[config.mk]
export PLATFORM = sky130hd
export DESIGN_NAME = default_chan_block_tx_framer
export DESIGN_NICKNAME = d
export VERILOG_FILES = /design/src/rtl/default_chan_block_tx_framer.sv
export SDC_FILE = /design/constraint.sdc
export NUM_CORES = 1
export LEC_CHECK = 0
export ABC_AREA = 1
export CORE_AREA = 3 3 161 163
export DETAILED_ROUTE_END_ITERATION = 10
export DIE_AREA = 0 0 164 166
export HOLD_SLACK_MARGIN = 0.08
export PLACE_DENSITY = 0.79
export SLEW_MARGIN = 10
export SYNTH_ARGS = -nofsm -noshare
export SYNTH_HDL_FRONTEND = slang
export SYNTH_SLANG_ARGS = --single-unit
[constraint.sdc]
create_clock -name clk -period 11.9 [get_ports clk]
set_input_delay 1.785 -clock clk [delete_from_list [all_inputs] [get_ports clk]]
set_output_delay 1.785 -clock clk [all_outputs]
set_load 0.02 [all_outputs]
[src/rtl/default_chan_block_tx_framer.sv]
// TX framer: parses a header word per packet, inserts HOLD/SOB/EOB tag words around
// the payload and drives the result through a registered two-entry skid output stage.
package rwt_tag_pkg;
   localparam logic [6:0] RWT_TAG_HOLD = 7'h01;
   localparam logic [6:0] RWT_TAG_SOB  = 7'h02;
   localparam logic [6:0] RWT_TAG_EOB  = 7'h03;
endpackage

module default_chan_block_tx_framer
   import rwt_tag_pkg::*;
#(
   parameter int CNT_WIDTH = 32
) (
   input  logic                 clk,
   input  logic                 reset,
   input  logic                 cfg_hold_enabled,
   input  logic                 s_valid,
   output logic                 s_ready,
   input  logic [63:0]          s_data,
   input  logic                 s_last,
   output logic                 m_valid,
   input  logic                 m_ready,
   output logic [63:0]          m_data,
   output logic                 m_tag_valid,
   output logic [6:0]           m_tag_type,
   output logic [CNT_WIDTH-1:0] burst_count,
   output logic [CNT_WIDTH-1:0] underflow_count,
   output logic                 fmt_error
);

   typedef enum logic [2:0] {S_HDR, S_HOLD, S_SOB, S_DATA, S_EOB} state_t;

   state_t               state_q, state_d, after_tags;
   logic                 in_burst_q, in_burst_d;
   logic                 eob_q, eob_d;
   logic                 empty_q, empty_d;
   logic [55:0]          ts_q, ts_d;
   logic [CNT_WIDTH-1:0] burst_q, burst_d;
   logic [CNT_WIDTH-1:0] under_q, under_d;
   logic                 fmt_q, fmt_d;
   logic                 run_q;

   logic                 out_valid_q, out_valid_d;
   logic [63:0]          out_data_q, out_data_d;
   logic                 out_tag_q, out_tag_d;
   logic [6:0]           out_type_q, out_type_d;
   logic                 skid_valid_q, skid_valid_d;
   logic [63:0]          skid_data_q, skid_data_d;
   logic                 skid_tag_q, skid_tag_d;
   logic [6:0]           skid_type_q, skid_type_d;

   logic                 in_valid, in_tag, push_ok, push, s_ready_w;
   logic [6:0]           in_type;
   logic [63:0]          in_data;
   logic                 unused_hdr_bits;

   // Only registered terms gate acceptance, so m_ready never reaches s_ready.
   assign push_ok   = run_q && !skid_valid_q;
   assign s_ready_w = push_ok && (state_q == S_HDR || state_q == S_DATA);
   assign push      = in_valid && push_ok;
   assign unused_hdr_bits = ^s_data[61:56];

   always_comb begin
      state_d    = state_q;
      in_burst_d = in_burst_q;
      eob_d      = eob_q;
      empty_d    = empty_q;
      ts_d       = ts_q;
      burst_d    = burst_q;
      under_d    = under_q;
      fmt_d      = fmt_q;
      in_valid   = 1'b0;
      in_tag     = 1'b0;
      in_type    = '0;
      in_data    = '0;
      after_tags = empty_q ? (eob_q ? S_EOB : S_HDR) : S_DATA;
      case (state_q)
         S_HDR: begin
            if (s_valid && s_ready_w) begin
               eob_d   = s_data[62];
               ts_d    = s_data[55:0];
               empty_d = s_last;
               if (s_last)
                  fmt_d = 1'b1;
               if (s_data[63] && cfg_hold_enabled)
                  state_d = S_HOLD;
               else if (!in_burst_q)
                  state_d = S_SOB;
               else if (s_last)
                  state_d = s_data[62] ? S_EOB : S_HDR;
               else
                  state_d = S_DATA;
            end
         end
         S_HOLD: begin
            in_valid = 1'b1;
            in_tag   = 1'b1;
            in_type  = RWT_TAG_HOLD;
            in_data  = {8'd0, ts_q};
            if (push_ok)
               state_d = in_burst_q ? after_tags : S_SOB;
         end
         S_SOB: begin
            in_valid = 1'b1;
            in_tag   = 1'b1;
            in_type  = RWT_TAG_SOB;
            if (push_ok) begin
               in_burst_d = 1'b1;
               burst_d    = burst_q + 1'b1;
               state_d    = after_tags;
            end
         end
         S_DATA: begin
            in_valid = s_valid;
            in_data  = s_data;
            if (s_valid && push_ok && s_last)
               state_d = eob_q ? S_EOB : S_HDR;
         end
         S_EOB: begin
            in_valid = 1'b1;
            in_tag   = 1'b1;
            in_type  = RWT_TAG_EOB;
            if (push_ok) begin
               in_burst_d = 1'b0;
               state_d    = S_HDR;
            end
         end
         default: state_d = S_HDR;
      endcase
      // Starvation: host owes us data but nothing is queued toward the DAC.
      if (in_burst_q && (state_q == S_HDR || state_q == S_DATA) && !s_valid &&
          !out_valid_q && (under_q != '1))
         under_d = under_q + 1'b1;
   end

   always_comb begin
      out_valid_d  = out_valid_q;
      out_data_d   = out_data_q;
      out_tag_d    = out_tag_q;
      out_type_d   = out_type_q;
      skid_valid_d = skid_valid_q;
      skid_data_d  = skid_data_q;
      skid_tag_d   = skid_tag_q;
      skid_type_d  = skid_type_q;
      if (!out_valid_q || m_ready) begin
         if (skid_valid_q) begin
            out_valid_d  = 1'b1;
            out_data_d   = skid_data_q;
            out_tag_d    = skid_tag_q;
            out_type_d   = skid_type_q;
            skid_valid_d = 1'b0;
         end else begin
            out_valid_d = push;
            if (push) begin
               out_data_d = in_data;
               out_tag_d  = in_tag;
               out_type_d = in_type;
            end
         end
      end else if (push) begin
         skid_valid_d = 1'b1;
         skid_data_d  = in_data;
         skid_tag_d   = in_tag;
         skid_type_d  = in_type;
      end
   end

   always_ff @(posedge clk or posedge reset) begin
      if (reset) begin
         state_q      <= S_HDR;
         in_burst_q   <= 1'b0;
         eob_q        <= 1'b0;
         empty_q      <= 1'b0;
         ts_q         <= '0;
         burst_q      <= '0;
         under_q      <= '0;
         fmt_q        <= 1'b0;
         run_q        <= 1'b0;
         out_valid_q  <= 1'b0;
         out_data_q   <= '0;
         out_tag_q    <= 1'b0;
         out_type_q   <= '0;
         skid_valid_q <= 1'b0;
         skid_data_q  <= '0;
         skid_tag_q   <= 1'b0;
         skid_type_q  <= '0;
      end else begin
         state_q      <= state_d;
         in_burst_q   <= in_burst_d;
         eob_q        <= eob_d;
         empty_q      <= empty_d;
         ts_q         <= ts_d;
         burst_q      <= burst_d;
         under_q      <= under_d;
         fmt_q        <= fmt_d;
         run_q        <= 1'b1;
         out_valid_q  <= out_valid_d;
         out_data_q   <= out_data_d;
         out_tag_q    <= out_tag_d;
         out_type_q   <= out_type_d;
         skid_valid_q <= skid_valid_d;
         skid_data_q  <= skid_data_d;
         skid_tag_q   <= skid_tag_d;
         skid_type_q  <= skid_type_d;
      end
   end

   assign s_ready         = s_ready_w;
   assign m_valid         = out_valid_q;
   assign m_data          = out_data_q;
   assign m_tag_valid     = out_tag_q;
   assign m_tag_type      = out_type_q;
   assign burst_count     = burst_q;
   assign underflow_count = under_q;
   assign fmt_error       = fmt_q;

endmodule

==> flow_summary.yaml <==
drt:
  drtPass1Iterations: 8
  top_layer_used: "met4"
  postRouteAntennaNets: 0
  wire_per_inst_um: 14.6
  via_per_inst: 5.17
  drt-met1-wl_um: 14800
  route.met3.wl_um: 2070
  wl_um: 33800
  remaining_drc_errors: 0
  met2WireLength_um: 16000
  vias: 12000
  drt_iter0_markers: 823
floorplan:
  die_w_um: 164
  boundaryPins: 209
  die_h_um: 166
  initial_core_util_pct: 54.0
  rows: 57
  core_area_um2: 24500
  dieArea_um2: 27200
synthesis:
  synth.top_cell.area_share_pct: 50.1
  avgSynthCellArea_um2: 7.30
  synth-edff-count: 0
  synth_top_family_by_area: "simple AND/OR/NAND/NOR gates"
  yosysWarnings: 0
  synth_area_leaders: "dfrtp_1 (50%), nand2_1 (25%), o21ai_0 (5.3%), nand3_1 (3.6%), inv_1 (3.5%)"
  yosys.area_share.simple_pct: 34.5
  async_reset_ff_share_pct: 100
  yosysSeqAreaShare_pct: 50.1
  synth_xor_area_share_pct: 2.32
  synthMuxAreaShare_pct: 0
  synthCells: 1807
  ys.flop_type: "dfrtp_1"
  synth-compound-area-share_pct: 5.78
  synth_seq_cells: 264
  synthAdderAreaFrac_pct: 0.190
  syn_area_um2: 13200
  synth_top_cell_by_area: "dfrtp_1"
  ys_types: 32
job:
  maxCapViolCount: 0
global_route:
  grt_pass1_vias: 11500
  grt_max_degree: 120
  grt.total_usage_pct: 24.8
  grt_overflow: 0
  grt_pass1_wl_um: 56600
  antenna_found_initial: 0
critical_path:
  endpoint_kind: "primary output"
  cp_cell_sequence: "nor2_1 -> nand2_1 -> nand2_1 -> inv_1 -> nor2_1 -> clkdlybuf4s50_1"
  arrival_ns: 2.27
  critPathKind: "register to primary output"
  required_ns: 10.12
  crit_slowest_cell: "clkdlybuf4s50_1"
  cp_num_buf_inv: 2
  worstSetupStartpointType: "register"
  path_delay_family: "buffers and inverters"
  slowest_delay_ns: 0.66
  crit_path_max_fanout: 7
cells_and_area:
  areaGrowthSynthToFinish_pct: 23.1
  seq_area_um2: 6610
  final_design_area_no_fill_um2: 16200
  drive_above_1_share_pct: 4.06
  multi_input_area_um2: 5680
  final_core_util_pct: 66.4
  nets: 2043
  fillers: 2085
  num_antenna_cells: 0
sta:
  fin_skew_ns: 0.0261
  fmax_mhz: 246
  tightest_slew_ns: 1.05
  fin_crit_ns: 4.06
  setup_tns_ns: 0
  setup_viol: 0
  rsz0062_at_grt: "no"
  drv_slew: 0
  fin_hold_ws_ns: 0.469
  fin_crit_sh_pct: 34.1
  relSlewSlack_pct: 30.0
  hold_viol: 0
clock_tree:
  cts-root-buf: "clkbuf_16"
  clk_latency_ns: 0.56
  post_cts_buffers: 0
  htree_levels: 1
  clk_pin_slew_worst_paths_ns: 0.06
  clk_path_buf_depth: 3
  hold_buffers: 0
  numCtsBuffers: 30
  cts_tree: "yes"
  post_cts_resized: 0
  clock_sinks: 264
power:
  leakagePower_nw: 8.17
  vdd_drop_max_uv: 135
  p_per_area_nw_per_um2: 200
place:
  place_hpwl_um: 21500
  dpl_cell_area_um2: 15300
  port-buffer-count: 203
  place.gp.congestion: 0.908
min_path:
  hold_class: "register to register"
outcome:
  run_status: "completed"
worst paths after layout:
check                             startpoint              end  slack (ns)  cells past startpoint
worst max-delay path              state_q[1]          s_ready        7.84                      6
worst min-delay path              m_data[47]       m_data[47]        0.47                      2
worst max register to register  skid_valid_q       m_data[28]        9.35                      8
worst min register to register    m_data[47]       m_data[47]        0.47                      2
max in group asynchronous              reset  burst_count[31]        8.64                      3
min in group asynchronous              reset   burst_count[1]        1.80                      2
layout by cell type (no fill, tap or decap), types with 3 or more instances in the layout:
master,instances
clkinv_2,7
nand3_2,3
nor2_1,95
clkbuf_1,11
inv_1,122
nor2_2,6
inv_2,6
clkbuf_8,4
nand2_1,892
clkdlybuf4s50_1,203
dfrtp_1,263
clkbuf_16,30
o21ai_0,140
nor3_1,6
buf_4,12
o21ai_1,9
nand3_1,95
xnor2_1,24
conb_1,6
nand2_2,3
nand3b_1,16
xor2_1,11
nor2_4,3
nand4_1,12
worst min-delay path, delay by kind of cell, from the launching register on:
family           cells  cell delay, ns
DFF                  1            0.34
and+or+nand+nor      2            0.09
synth_stat cells, types with 3 or more instances:
| cell | instances |
|---|---|
| buf_2 | 23 |
| o21ai_1 | 9 |
| buf_4 | 18 |
| nor2_2 | 6 |
| nor3_1 | 6 |
| xnor2_1 | 24 |
| clkbuf_1 | 38 |
| xor2_1 | 11 |
| buf_6 | 4 |
| dfrtp_1 | 264 |
| inv_2 | 6 |
| nor2_1 | 96 |
| nand3b_1 | 16 |
| nand4_1 | 12 |
| inv_1 | 123 |
| nand3_1 | 96 |
| buf_1 | 3 |
| nand2_2 | 3 |
| nand2_1 | 892 |
| o21ai_0 | 140 |
sequential cells by signal (all words and copies together) (netlist names), 2 cells and up:
signal and cells:
m_data 64, skid_data_q 64, ts_q 56, burst_count 32, underflow_count 32, state_q 3
m_tag_type 2, skid_type_q 2
layout make-up:
class                   count  area share (%)
clock buffers              45            5.22
multi-input cells        1330            35.0
inverters                 130            3.06
well taps                 324            2.50
clock inverters             9           0.524
flip-flops and latches    264            40.7
repair buffers            215            13.1
stage by stage:
step / instances / setup WS, ns / total power [mW]
3_5_place_dp: 2263 / 7.93 / 2.38
5_1_grt: 2317 / 7.73 / 3.47
4_1_cts: 2317 / 7.82 / 3.27
6_report: 2317 / 7.84 / 3.24
2_1_floorplan: 1811 / 2.85 / 2.04
3_3_place_gp: 2263 / 7.97 / 2.34
routing by layer:
metal / track usage, % / up-vias
met3: 2.49 / 61
met4: 7.54 / 0
met1: 35.0 / 5615
met5: 0 / -
met2: 40.8 / 408
li1: - / 5900
power by group:
group	leakage, nW	switching, mW	internal [mW]
Combinational	4.19	0.679	0.360
Clock	0.460	0.357	0.511
Sequential	3.52	0.168	1.17
Total	8.17	1.20	2.04
kinds of logic after synthesis:
group / after synthesis
xor+xnor: 35
compound gates: 152
fa+ha+maj: 2
flops: 264
buf+inv: 217
other cells: 2
simple gates: 1135
(Power assumes the default switching activity.)
